$ cat config.mk
export PLATFORM = sky130hd
export DESIGN_NAME = keypad_scan_ctrl
export DESIGN_NICKNAME = d
export VERILOG_FILES = /design/src/rtl/keypad_pkg.sv /design/src/rtl/sync_2ff.sv /design/src/rtl/keypad_scan_ctrl.sv
export SDC_FILE = /design/constraint.sdc
export NUM_CORES = 1
export LEC_CHECK = 0
export ABC_AREA = 1
export CORE_MARGIN = 8
export CORE_UTILIZATION = 50
export CTS_BUF_LIST = sky130_fd_sc_hd__clkbuf_16
export CTS_CLUSTER_SIZE = 40
export DETAILED_ROUTE_END_ITERATION = 7
export PLACE_DENSITY = 0.78
export REMOVE_ABC_BUFFERS = 1
export SYNTH_ARGS = -nofsm -noshare
export SYNTH_HDL_FRONTEND = slang
export SYNTH_SLANG_ARGS = --single-unit
$ cat constraint.sdc
create_clock -name clk_i -period 4.6 [get_ports clk_i]
set_input_delay 1.38 -clock clk_i [delete_from_list [all_inputs] [get_ports clk_i]]
set_output_delay 1.38 -clock clk_i [all_outputs]
set_load 0.1 [all_outputs]
$ cat src/rtl/keypad_pkg.sv
`default_nettype none
// ============================================================================
//  Module      : keypad_pkg
//  Description : Shared definitions for the keypad scan controller: the
//                controller state encoding, default timing constants and
//                the key-code width.
//  Revision    : 1.0 - initial release
// ============================================================================
package keypad_pkg;

    // Controller states, 2-bit explicit encoding
    typedef enum logic [1:0] {
        SCAN     = 2'd0,
        PRESS_DB = 2'd1,
        HELD     = 2'd2,
        REL_DB   = 2'd3
    } kp_state_e;

    // Defaults for a 10 MHz clock: 1 ms column step, 5 ms debounce
    localparam int c_SCAN_DIV_DEFAULT  = 10000;
    localparam int c_DB_CYCLES_DEFAULT = 50000;

    // Key code is {row[1:0], col[1:0]}
    localparam int c_KEY_CODE_W = 4;

endpackage
`default_nettype wire

$ cat src/rtl/sync_2ff.sv
`default_nettype none
// ============================================================================
//  Module      : sync_2ff
//  Description : Two-flop synchronizer for asynchronous inputs, parameterized
//                width. Both stages clear on synchronous reset.
//  Ports       : clk  - system clock
//                rst  - synchronous active-high reset
//                i_d  - asynchronous input bus
//                o_q  - synchronized output bus (2 cycles latency)
//  Revision    : 1.0 - initial release
// ============================================================================
module sync_2ff #(
    parameter int WIDTH = 1
) (
    input  logic             clk,
    input  logic             rst,
    input  logic [WIDTH-1:0] i_d,
    output logic [WIDTH-1:0] o_q
);

    logic [WIDTH-1:0] r_meta;
    logic [WIDTH-1:0] r_sync;

    always_ff @(posedge clk) begin
        if (rst) begin
            r_meta <= '0;
            r_sync <= '0;
        end else begin
            r_meta <= i_d;
            r_sync <= r_meta;
        end
    end

    assign o_q = r_sync;

endmodule
`default_nettype wire

$ cat src/rtl/keypad_scan_ctrl.sv
`default_nettype none
// ============================================================================
//  Module      : keypad_scan_ctrl
//  Description : 4-column keypad scanner with press/release debouncing.
//                Steps the column drive every SCAN_DIV cycles while idle,
//                freezes it when a key is detected, and accepts a press or a
//                release only after DB_CYCLES stable cycles.
//  Ports       : clk_i        - system clock
//                rst_i        - synchronous active-high reset
//                key_det_i    - async key-detected line
//                row_code_i   - async row code of the pressed key
//                col_o        - registered column-drive code
//                key_code_o   - last accepted key {row, col}
//                key_valid_o  - one-cycle pulse on each accepted press
//                key_held_o   - high while the accepted key is pressed
//                press_cnt_o  - count of accepted presses (wraps)
//  Revision    : 1.0 - initial release
// ============================================================================
module keypad_scan_ctrl
    import keypad_pkg::*;
#(
    parameter int SCAN_DIV  = c_SCAN_DIV_DEFAULT,
    parameter int DB_CYCLES = c_DB_CYCLES_DEFAULT
) (
    input  logic                    clk_i,
    input  logic                    rst_i,
    input  logic                    key_det_i,
    input  logic [1:0]              row_code_i,
    output logic [1:0]              col_o,
    output logic [c_KEY_CODE_W-1:0] key_code_o,
    output logic                    key_valid_o,
    output logic                    key_held_o,
    output logic [7:0]              press_cnt_o
);

    localparam int                 c_PRE_W  = $clog2(SCAN_DIV);
    localparam int                 c_DB_W   = $clog2(DB_CYCLES);
    localparam logic [c_PRE_W-1:0] c_PRE_MAX = c_PRE_W'(SCAN_DIV - 1);
    localparam logic [c_DB_W-1:0]  c_DB_MAX  = c_DB_W'(DB_CYCLES - 1);

    // Synchronized inputs
    logic [2:0] w_sync_out;
    logic       w_det_s;
    logic [1:0] w_row_s;

    sync_2ff #(
        .WIDTH (3)
    ) u_sync (
        .clk (clk_i),
        .rst (rst_i),
        .i_d ({key_det_i, row_code_i}),
        .o_q (w_sync_out)
    );

    assign w_det_s = w_sync_out[2];
    assign w_row_s = w_sync_out[1:0];

    // State and datapath registers
    kp_state_e                 r_state;
    logic [1:0]                r_col;
    logic [c_PRE_W-1:0]        r_pre;
    logic [c_DB_W-1:0]         r_db;
    logic [c_KEY_CODE_W-1:0]   r_code;
    logic                      r_valid;
    logic                      r_held;
    logic [7:0]                r_cnt;

    // Next-state values
    kp_state_e                 w_state_nxt;
    logic [1:0]                w_col_nxt;
    logic [c_PRE_W-1:0]        w_pre_nxt;
    logic [c_DB_W-1:0]         w_db_nxt;
    logic [c_KEY_CODE_W-1:0]   w_code_nxt;
    logic                      w_valid_nxt;
    logic                      w_held_nxt;
    logic [7:0]                w_cnt_nxt;

    always_ff @(posedge clk_i) begin
        if (rst_i) begin
            r_state <= SCAN;
            r_col   <= '0;
            r_pre   <= '0;
            r_db    <= '0;
            r_code  <= '0;
            r_valid <= 1'b0;
            r_held  <= 1'b0;
            r_cnt   <= '0;
        end else begin
            r_state <= w_state_nxt;
            r_col   <= w_col_nxt;
            r_pre   <= w_pre_nxt;
            r_db    <= w_db_nxt;
            r_code  <= w_code_nxt;
            r_valid <= w_valid_nxt;
            r_held  <= w_held_nxt;
            r_cnt   <= w_cnt_nxt;
        end
    end

    always_comb begin
        w_state_nxt = r_state;
        w_col_nxt   = r_col;
        w_pre_nxt   = r_pre;
        w_db_nxt    = r_db;
        w_code_nxt  = r_code;
        w_valid_nxt = 1'b0;
        w_cnt_nxt   = r_cnt;

        case (r_state)
            SCAN: begin
                if (w_det_s) begin
                    // Freeze the column that reported the key
                    w_state_nxt = PRESS_DB;
                    w_pre_nxt   = '0;
                    w_db_nxt    = '0;
                end else if (r_pre == c_PRE_MAX) begin
                    w_pre_nxt = '0;
                    w_col_nxt = r_col + 2'd1;   // 3 -> 0 wraps naturally
                end else begin
                    w_pre_nxt = r_pre + 1'b1;
                end
            end

            PRESS_DB: begin
                if (!w_det_s) begin
                    w_state_nxt = SCAN;
                    w_pre_nxt   = '0;
                end else if (r_db == c_DB_MAX) begin
                    w_state_nxt = HELD;
                    w_code_nxt  = {w_row_s, r_col};
                    w_valid_nxt = 1'b1;
                    w_cnt_nxt   = r_cnt + 8'd1;
                    w_db_nxt    = '0;
                end else begin
                    w_db_nxt = r_db + 1'b1;
                end
            end

            HELD: begin
                if (!w_det_s) begin
                    w_state_nxt = REL_DB;
                    w_db_nxt    = '0;
                end
            end

            REL_DB: begin
                if (w_det_s) begin
                    // Release bounce: same key, no new press
                    w_state_nxt = HELD;
                end else if (r_db == c_DB_MAX) begin
                    w_state_nxt = SCAN;
                    w_pre_nxt   = '0;
                    w_db_nxt    = '0;
                end else begin
                    w_db_nxt = r_db + 1'b1;
                end
            end

            default: begin
                w_state_nxt = SCAN;
            end
        endcase

        // Registered so it rises together with key_valid_o
        w_held_nxt = (w_state_nxt == HELD) || (w_state_nxt == REL_DB);
    end

    assign col_o       = r_col;
    assign key_code_o  = r_code;
    assign key_valid_o = r_valid;
    assign key_held_o  = r_held;
    assign press_cnt_o = r_cnt;

endmodule
`default_nettype wire

======== Yosys cells after proc, flatten, opt, wreduce, memory -nomap -nowiden ========
Index checks and enable logic that the tools add are counted.
storage, ports and cells
  output and inout bits ................... 16
  word-level logic and storage cells ...... 57
  bits of input ports ..................... 5
  register bits after elaboration ......... 54
cells by class
  add/sub/neg operators ................... 4
  eq/ne operators ......................... 13
  bitwise gates (word level) .............. 2
  reduce and logical (&&, ||, !) cells .... 8
  muxes and demuxes ....................... 20
operators with widths
  kind                                                  count
  two-way mux 16 bit                                    5
  two-way mux 14 bit                                    5
  case mux 16 bit (4 select lines)                      1
  case mux 14 bit (3 select lines)                      1
  adder 16 x 1 -> 16 bit (second input constant)        1
  equality test 16 bit (second input constant)          1
  adder 14 x 1 -> 14 bit (second input constant)        1
  equality test 14 bit (second input constant)          1
  two-way mux 2 bit                                     6
  adder 8 x 1 -> 8 bit (second input constant)          1
  equality test 2 bit (second input constant)           4
  != test 2 bit (second input constant)                 4
  case mux 2 bit (4 select lines)                       1
  AND reduction 4 bit                                   2
  AND reduction 3 bit                                   2
  != test 2 x 1 -> 1 bit (second input constant)        2
  nonzero test 3 bit                                    1
  OR reduction 3 bit                                    1
  adder 2 x 1 -> 2 bit (second input constant)          1
  equality test 2 x 1 -> 1 bit (second input constant)  1
  logical NOT 2 bit                                     1
  NOT 1 bit                                             2
  logical OR 1 bit                                      1
  two-way mux 1 bit                                     1

======== Logic depth before layout (Yosys ltp) ========
Gate-level depths: netlist of run 1.
  depth in word-level cells ............... 6
  mapped depth ............................ 11
  depth with buffers taken out ............ 11

======== By module ========
From an unflattened synthesis of run 1, not the netlist that was laid out.
unflattened totals
  cells, all modules ...................... 397
  area total of the unflattened synthesis .. 2725.1 um^2
by module, submodules not included
  module            seq. area each (um^2)  area each (um^2)  instances  cells an instance
  keypad_scan_ctrl  960.9                  2560.0            1          379
  sync_2ff          120.1                  165.2             1          18

======== Worst setup path before layout of run 1 ========
No wires, ideal clock.
  path kind ............................... reg-to-output
  start ................................... register r_cnt[2] (netlist: press_cnt_o[2])
  end ..................................... output press_cnt_o[2]
  required time ........................... 3.220 ns
  arrival ................................. 0.988 ns
  cell stages (with the launch flop) ...... 1
  setup slack ............................. 2.232 ns
  buffers on the path ..................... 0
  cells stage by stage .................... dfxtp_1
RTL lines
  item                    RTL line                source
  start, declared         keypad_scan_ctrl.sv:66  logic [7:0] r_cnt;
  start signal, assigned  keypad_scan_ctrl.sv:96  r_cnt <= w_cnt_nxt;
  end, declared           keypad_scan_ctrl.sv:33  output logic [7:0] press_cnt_o
No word-level cell between the ends.

======== Worst setup path after layout of run 1 ========
  start ................................... register r_cnt[2] (netlist: press_cnt_o[2])
  end ..................................... output press_cnt_o[2]
No word-level cell between the ends.

==> results of run 1 <==
## path summary, 6_finish.rpt
| kind | endpoint | depth (start not counted) | slack, ns |
|---|---|---|---|
| max | press_cnt_o[2] | 1 | 1.35 |
| min reg2reg | u_sync.o_q[2] | 2 | 0.40 |
| max reg2reg | r_pre[1] | 10 | 2.64 |
| min | u_sync.o_q[2] | 2 | 0.40 |
## sequential cells by signal, indices dropped and copies added, names as in the netlist
register	count
key_held_o	1
u_sync.o_q	3
u_sync.r_meta	3
key_code_o	4
r_state	2
key_valid_o	1
r_pre	14
col_o	2
press_cnt_o	8
r_db	16
## cell usage after synthesis (2+ instances only)
cell,n,area [um^2]
o21bai_1,2,15.0
a211oi_1,2,15.0
o21ai_0,13,65.1
inv_2,3,11.3
dfxtp_1,54,1080
nand2_1,88,330
ha_1,3,37.5
inv_1,48,180
a21oi_1,22,110
nor3b_1,2,15.0
buf_2,2,10.0
nand4_1,11,68.8
nor2_1,75,282
xor2_1,9,78.8
nand4_4,2,42.5
nand2_2,5,31.3
nor2_4,2,22.5
clkbuf_1,3,11.3
nor3_1,15,75.1
nand3_1,27,135
nor2_2,3,18.8
nor3_2,2,20.0
buf_4,2,15.0
## cell type report
| class | count | share of cell area |
|---|---|---|
| clock buffer | 5 | 0.0395 |
| clock inverter | 3 | 0.00829 |
| timing repair buffer | 21 | 0.0656 |
| inverter | 52 | 0.0624 |
| multi-input combinational | 290 | 0.455 |
| tap | 72 | 0.0284 |
| sequential | 54 | 0.341 |
## per-stage QoR
step / utilization / hold WS (ns) / power (W) / cells / cell area [um^2]
3_5_place_dp: 0.555 / 0.393 / 0.000518 / 489 / 3020
4_1_cts: 0.582 / 0.403 / 0.000892 / 497 / 3170
2_1_floorplan: - / 0.388 / 0.000504 / 396 / 2720
3_3_place_gp: 0.555 / 0.395 / 0.000517 / 489 / 3020
5_1_grt: 0.582 / 0.424 / 0.000911 / 497 / 3170
6_report: 0.582 / 0.405 / 0.000885 / 497 / 3170
## logic make-up (layout without fill, tap and decap cells)
logic type,count (synthesis),in the layout,share of synthesized area
compound gates,41,41,0.0831
xor+xnor,10,10,0.0316
fa+ha+maj,3,3,0.0136
buf+inv,61,81,0.0899
flops,54,54,0.390
simple gates,236,236,0.392
## where the power goes
| part | internal [W] | switching, W |
|---|---|---|
| sequential | 0.000472 | 0.00000471 |
| clock | 0.000205 | 0.000173 |
| combinational | 0.0000102 | 0.0000201 |
| total | 0.000687 | 0.000198 |
## per-layer routing
metal / track usage / vias up
li1: - / 1331
met3: 0.0308 / 2
met2: 0.260 / 47
met4: 0.0513 / 0
met1: 0.172 / 1176
met5: 0 / -
## placed cells by master (no fill, tap or decap), drive strengths merged, types with 9 or more instances in the layout
master,netlist,final
clkdlybuf4s50,0,20
nand2,93,93
inv,52,52
a21oi,24,24
o21ai,13,13
xor2,9,9
nand3,28,28
nand4,13,13
nor3,17,17
dfxtp,54,54
nor2,81,81
==> impl_metrics.py, run 1 <==
metrics = {
    "outcome": {
        "run_status": "complete, no violations",
    },
    "timing": {
        "setup_violations": 0,
        "worst_pin_slew_ns": 0.982,
        "setup_slack_ns": 1.35,
        "skew_ns": 0.00969,
        "fmax_mhz": 307,
        "slew_viol_final": 0,
        "finalCritPeriodShare": 0.707,
        "hold_viol": 0,
        "min_period_ns": 3.25,
        "fin_tns_setup_ns": 0,
        "rsz0062_at_grt": "false",
        "timing.slew.headroom": 0.344,
    },
    "finish": {
        "antenna_cells": 0,
        "syn_to_final_growth_pct": 14.4,
        "multi_input_area_mm2": 0.00144,
        "seq_area_mm2": 0.00108,
        "fillCellCount": 524,
        "drive_gt1_frac": 0.0729,
        "final_nets": 432,
    },
    "logic_synthesis": {
        "seq_area_frac_synth": 0.390,
        "synth_edf_count": 0,
        "avgSynthCellArea_um2": 6.84,
        "ys.flop_type": "dfxtp_1",
        "ys_warn_count": 0,
        "syn_inst": 405,
        "async_reset_ff_frac": 0,
        "synth.distinct_cells": 33,
        "ys_ff_latch": 54,
        "synth_area_mm2": 0.00277,
    },
    "grt": {
        "grt_usage": 0.147,
        "grt_max_degree": 19,
        "grt_pass1_wl_mm": 10.4,
        "gr-total-overflow": 0,
        "grt_pass1_vias": 2451,
        "antenna_found_initial": 0,
    },
    "floorplanning": {
        "core_mm2": 0.00544,
        "die-area_mm2": 0.00818,
        "die_w_um": 90.4,
        "core.rowCount": 27,
        "start_util": 0.509,
        "die_h_um": 90.4,
        "io_pins": 21,
    },
    "setup_path": {
        "cp_data_arrival_time_ns": 1.87,
        "path_max_fanout": 6,
        "crit_path_cell_trace": "clkdlybuf4s50_1",
        "slowest_stage": "clkdlybuf4s50_1",
        "max_stage_delay_ns": 1.17,
        "cp.required_ns": 3.22,
        "path_class": "flop to output port",
        "cp-start-kind": "flop",
        "crit_family": "buffers and inverters",
        "r2r-start": "r_db[0]",
        "startpoint": "press_cnt_o[2]",
        "cp-end-kind": "output port",
        "critPathBufInv": 1,
    },
    "flow_run": {
        "drv_cap": 0,
    },
    "clock_tree": {
        "htreeDepth": 2,
        "post_cts_resized": 0,
        "root_buffer": "clkbuf_16",
        "tritoncts": "yes",
        "cts.clk_slew.worst_paths_ns": 0.08,
        "cts_hold_buf": 0,
        "post-cts-setup-buffer-count": 0,
        "cts_buffers": 5,
        "clk_latency_ns": 0.29,
        "clock-sinks": 54,
        "cts_buffer_depth": 2,
    },
    "detailed_routing": {
        "wl_met1_mm": 2.71,
        "top_layer": "met4",
        "drt_iter0_markers": 140,
        "met3_length_um": 220,
        "dr_total_vias": 2556,
        "drc": 0,
        "antenna_left": 0,
        "routed_via_density": 5.14,
        "routed-wl-met2_mm": 2.93,
        "first_pass_iters": 4,
        "wirelength_mm": 5.89,
        "wl_per_cell_um": 11.9,
    },
    "place": {
        "dp_hpwl_mm": 4.33,
        "portBuffers": 20,
        "place.gp.congestion": 0.840,
        "dp_slack_ns": 1.58,
    },
    "power_and_ir_drop": {
        "cellPowerDensity_mw_per_mm2": 279,
        "irDropWorstVdd_v": 0.000176,
        "leakagePower_nw": 1.23,
    },
    "worst_hold_path": {
        "hold_path.startpoint": "u_sync.r_meta[2]",
        "hold_class": "flop to flop",
    },
}
Note: power is estimated with default switching activity, not from simulation.
==> run 2: changes to the inputs <==
- PLACE_DENSITY: 0.78 -> 0.81
- clock period: 4.6 -> 2.75 ns (I/O delays scaled with it)
==> impl_metrics.py, run 2 (same netlist as run 1, synthesis figures left out) <==
metrics = {
    "outcome": {
        "run_status": "complete, no violations",
    },
    "clock_tree": {
        "post-cts-setup-buffer-count": 0,
        "cts_buffer_depth": 2,
        "tritoncts": "yes",
        "cts.clk_slew.worst_paths_ns": 0.07,
        "root_buffer": "clkbuf_16",
        "cts_hold_buf": 0,
        "htreeDepth": 2,
        "clk_latency_ns": 0.29,
        "post_cts_resized": 0,
        "cts_buffers": 5,
        "clock-sinks": 54,
    },
    "finish": {
        "final_common_cell": "nand2_1",
        "final_cell_mix": "nand2_1 (88), nor2_1 (75), dfxtp_1 (54), inv_1 (48), nand3_1 (27)",
        "largest_register_ffs": 16,
        "syn_to_final_growth_pct": 13.7,
        "fillCellCount": 488,
        "final_nets": 432,
        "final_cell_area_mm2": 0.00315,
        "seq_area_mm2": 0.00108,
        "multi_input_area_mm2": 0.00144,
        "antenna_cells": 0,
        "drive_gt1_frac": 0.111,
        "regMostFlops": "r_db",
    },
    "power_and_ir_drop": {
        "p_seq_frac": 0.505,
        "irDropWorstVdd_v": 0.000442,
        "switchingPower_w": 0.000337,
        "leakagePower_nw": 1.27,
        "swShare": 0.213,
        "comb_power_share": 0.032,
        "cellPowerDensity_mw_per_mm2": 502,
        "p_clk_frac": 0.463,
        "power.internal_w": 0.00124,
    },
    "timing": {
        "whs_ns": 0.407,
        "finalCritPeriodShare": 0.716,
        "rsz0062_at_grt": "false",
        "timing.slew.headroom": 0.695,
        "skew_ns": 0.00674,
        "min_period_ns": 1.97,
        "slew_viol_final": 0,
        "fin_tns_setup_ns": 0,
        "fmax_mhz": 508,
        "worst_pin_slew_ns": 0.457,
        "setup_violations": 0,
        "hold_viol": 0,
    },
    "detailed_routing": {
        "routed_via_density": 5.14,
        "wl_per_cell_um": 12.0,
        "antenna_left": 0,
        "first_pass_iters": 4,
        "wirelength_mm": 5.94,
        "drc": 0,
        "dr_total_vias": 2555,
        "drt_iter0_markers": 167,
    },
    "worst_hold_path": {
        "hold_class": "flop to flop",
    },
    "floorplanning": {
        "core_mm2": 0.00544,
        "core.rowCount": 27,
        "die-area_mm2": 0.00818,
        "die_w_um": 90.4,
        "die_h_um": 90.4,
        "io_pins": 21,
        "start_util": 0.509,
    },
    "grt": {
        "gr-total-overflow": 0,
        "grt_pass1_wl_mm": 10.4,
        "grt_max_degree": 20,
        "grt_usage": 0.147,
        "antenna_found_initial": 0,
        "grt_pass1_vias": 2381,
    },
    "setup_path": {
        "path_class": "flop to flop",
        "max_stage_delay_ns": 0.39,
        "critPathBufInv": 1,
        "cp-end-kind": "flop",
        "crit_family": "simple AND/OR/NAND/NOR gates",
        "cp_data_arrival_time_ns": 2.16,
        "slowest_stage": "dfxtp_1",
        "path_max_fanout": 12,
        "cp-start-kind": "flop",
        "crit_path_cell_trace": "ha_1 > nand2_1 > inv_1 > nand2_1 > nor2_4 > nand3_2 > nand2_2 > nand2_2 > o21ai_0 > nor2_1",
        "cp.required_ns": 2.94,
    },
    "place": {
        "portBuffers": 20,
        "placed_area_mm2": 0.00298,
        "place.gp.congestion": 0.847,
        "dp_hpwl_mm": 4.23,
    },
    "flow_run": {
        "drv_cap": 0,
    },
}
## run 2: cell types whose count changed in the layout (fill, tap and decap cells not counted)
cell,delta
clkdlybuf4s50_1,-16
inv_8,+1
buf_4,+16
bufinv_16,+1
clkinv_4,-3
clkinvlp_4,+1
## run 2: path summary, 6_finish.rpt
check                        start            end  slack [ns]  cells after the start
setup / recovery           r_db[0]       r_pre[1]        0.78                     10
hold / removal    u_sync.r_meta[2]  u_sync.o_q[2]        0.41                      2
setup reg to reg           r_db[0]       r_pre[1]        0.78                     10
hold reg to reg   u_sync.r_meta[2]  u_sync.o_q[2]        0.41                      2
## run 2: tightest hold or removal path, cell delays in order (launching register included)
cell and delay (ns):
dfxtp_1 0.30, inv_1 0.04, nor2_1 0.03
## run 2: through the flow
stage                     setup WS, ns  utilization  std cells  total power [W]
final                            0.780        0.579        497          0.00158
after floorplan                  0.858            -        396         0.000843
after global placement           0.592        0.547        489         0.000865
after detailed placement         0.574        0.547        489         0.000866
after global routing             0.559        0.579        497          0.00163
after CTS                        0.797        0.579        497          0.00160
## run 2: layer usage
metal,part of all wire,up-vias,track usage
li1,-,1329,-
met1,0.49,1157,0.184
met2,0.46,60,0.248
met3,0.042,9,0.0324
met4,0.011,0,0.0388
met5,0,-,0
## run 2: layout make-up
| cell class | count | area share |
|---|---|---|
| clock buffers | 5 | 0.0397 |
| clock inverters | 3 | 0.0155 |
| inverters | 52 | 0.0627 |
| multi-input cells | 290 | 0.457 |
| flip-flops and latches | 54 | 0.343 |
| well taps | 72 | 0.0286 |
| repair buffers | 21 | 0.0532 |
## run 2: power groups by stage
stage / Clock (W) / Combinational, W / Sequential, W
detailed placement: 0 / 0.0000499 / 0.000816
global placement: 0 / 0.0000490 / 0.000816
global route: 0.000772 / 0.0000583 / 0.000799
finish: 0.000732 / 0.0000500 / 0.000798
floorplan: 0 / 0.0000293 / 0.000814
CTS: 0.000748 / 0.0000502 / 0.000798
==> run 3: changes to the inputs <==
- PLACE_DENSITY: 0.81 -> 0.78
- clock period: 2.75 -> 1.83 ns (I/O delays scaled with it)
==> impl_metrics.py, run 3 (same netlist as run 1, synthesis figures left out) <==
metrics = {
    "timing": {
        "min_period_ns": 1.76,
        "setup_violations": 0,
        "slew_viol_final": 0,
        "timing.slew.headroom": 0.719,
        "fmax_mhz": 570,
        "worst_pin_slew_ns": 0.420,
        "hold_viol": 0,
        "skew_ns": 0.00498,
        "finalCritPeriodShare": 0.959,
        "whs_ns": 0.407,
        "setup_slack_ns": 0.0745,
        "fin_tns_setup_ns": 0,
    },
    "detailed_routing": {
        "wl_per_cell_um": 12.3,
        "antenna_left": 0,
        "wirelength_mm": 6.30,
        "drc": 0,
        "first_pass_iters": 4,
        "drt_iter0_markers": 155,
        "routed_via_density": 5.17,
        "dr_total_vias": 2643,
    },
    "grt": {
        "grt_pass1_wl_mm": 10.4,
        "grt_pass1_vias": 2359,
        "use_met2": 0.257,
        "met3_usage": 0.0357,
        "top_usage_layer": "met2",
        "gr-total-overflow": 0,
        "grt_usage": 0.151,
        "antenna_found_initial": 0,
        "grtUsageMet1": 0.184,
        "grt_max_degree": 17,
    },
    "place": {
        "dp_slack_ns": 0.0240,
        "portBuffers": 20,
        "dp_hpwl_mm": 4.43,
        "place.gp.congestion": 0.860,
    },
    "setup_path": {
        "crit_family": "simple AND/OR/NAND/NOR gates",
        "path_class": "flop to flop",
        "slowest_stage": "dfxtp_1",
        "cp.required_ns": 2.06,
        "crit_path_cell_trace": "ha_1 > nand2_1 > inv_1 > nand2_1 > nor2_4 > nand3_4 > nand2_4 > buf_4 > nand4_1 > nand2_1 > inv_1 > nor2_1",
        "cp_data_arrival_time_ns": 1.99,
        "cp-end-kind": "flop",
        "critPathBufInv": 3,
        "cp_common_cell": "nand2_1",
        "cp-start-kind": "flop",
        "path_max_fanout": 5,
        "max_stage_delay_ns": 0.36,
    },
    "clock_tree": {
        "htreeDepth": 2,
        "cts_hold_buf": 0,
        "clk_latency_ns": 0.29,
        "cts.clk_slew.worst_paths_ns": 0.07,
        "tritoncts": "yes",
        "clock-sinks": 54,
        "root_buffer": "clkbuf_16",
        "cts_buffers": 5,
        "cts_buffer_depth": 2,
    },
    "floorplanning": {
        "die_w_um": 90.4,
        "io_pins": 21,
        "core.rowCount": 27,
        "die-area_mm2": 0.00818,
        "core_mm2": 0.00544,
        "die_h_um": 90.4,
        "start_util": 0.509,
    },
    "finish": {
        "antenna_cells": 0,
        "fillCellCount": 446,
        "syn_to_final_growth_pct": 25.9,
        "largest_register_ffs": 16,
        "drive_gt1_frac": 0.148,
        "final_cell_mix": "nand2_1 (87), nor2_1 (74), dfxtp_1 (52), inv_1 (48), nand3_1 (27)",
        "final_util": 0.641,
        "final_nets": 446,
        "final_common_cell": "nand2_1",
        "regMostFlops": "r_db",
    },
    "power_and_ir_drop": {
        "cellPowerDensity_mw_per_mm2": 671,
        "leakagePower_nw": 1.39,
        "irDropWorstVdd_v": 0.000437,
        "power_w": 0.00234,
    },
    "flow_run": {
        "drv_cap": 0,
    },
    "outcome": {
        "run_status": "complete, no violations",
    },
    "worst_hold_path": {
        "hold_class": "flop to flop",
    },
}
[run 3: through the flow]
stage | std cells | area [um^2]
floorplan | 396 | 2720
global placement | 499 | 3250
detailed placement | 499 | 3250
CTS | 507 | 3420
global route | 511 | 3490
finish | 511 | 3490
[run 3: routing by layer]
layer | part of all wire | vias to the layer above | wire (um)
li1 | - | 1358 | -
met1 | 0.46 | 1217 | 2920
met2 | 0.48 | 59 | 2990
met3 | 0.047 | 9 | 298
met4 | 0.014 | 0 | 86
met5 | 0 | - | 0
[run 3: path summary, 6_finish.rpt]
path | end | slack [ns] | depth (start not counted) | startpoint
hold / removal | u_sync.o_q[1] | 0.41 | 2 | u_sync.r_meta[1]
setup reg to reg | r_pre[10] | 0.07 | 12 | r_db[1]
hold reg to reg | u_sync.o_q[1] | 0.41 | 2 | u_sync.r_meta[1]
setup / recovery | r_pre[10] | 0.07 | 12 | r_db[1]
[run 3: cell type report]
cell class / count / area, um^2 / share of cell area
Multi-Input combinational cell: 291 / 1490 / 0.426
Sequential cell: 54 / 1080 / 0.311
Tap cell: 72 / 90.1 / 0.0258
Clock inverter: 3 / 40.0 / 0.0115
Inverter: 52 / 198 / 0.0567
Timing Repair Buffer: 34 / 465 / 0.133
Clock buffer: 5 / 125 / 0.0359
[run 3: what timing repair did]
| item | in CTS | in global routing |
|---|---|---|
| hold endpoints to repair | 0 | 0 |
| setup endpoints to repair | 1 | 23 |
| pin swaps | 0 | 2 |
| cloned | 0 | 1 |
| buffers inserted | 0 | 3 |
| gates resized for setup | 1 | 9 |
[run 3: power by group]
group | leakage [nW] | internal (W) | switching [W]
Sequential | 0.438 | 0.00119 | 0.0000104
Clock | 0.0836 | 0.000641 | 0.000416
Combinational | 0.864 | 0.0000329 | 0.0000536
Total | 1.39 | 0.00186 | 0.000480
[run 3: tightest hold or removal path, cell delays in order (launching register included)]
cell	delay (ns)
dfxtp_1	0.30
inv_1	0.04
nor2_1	0.03
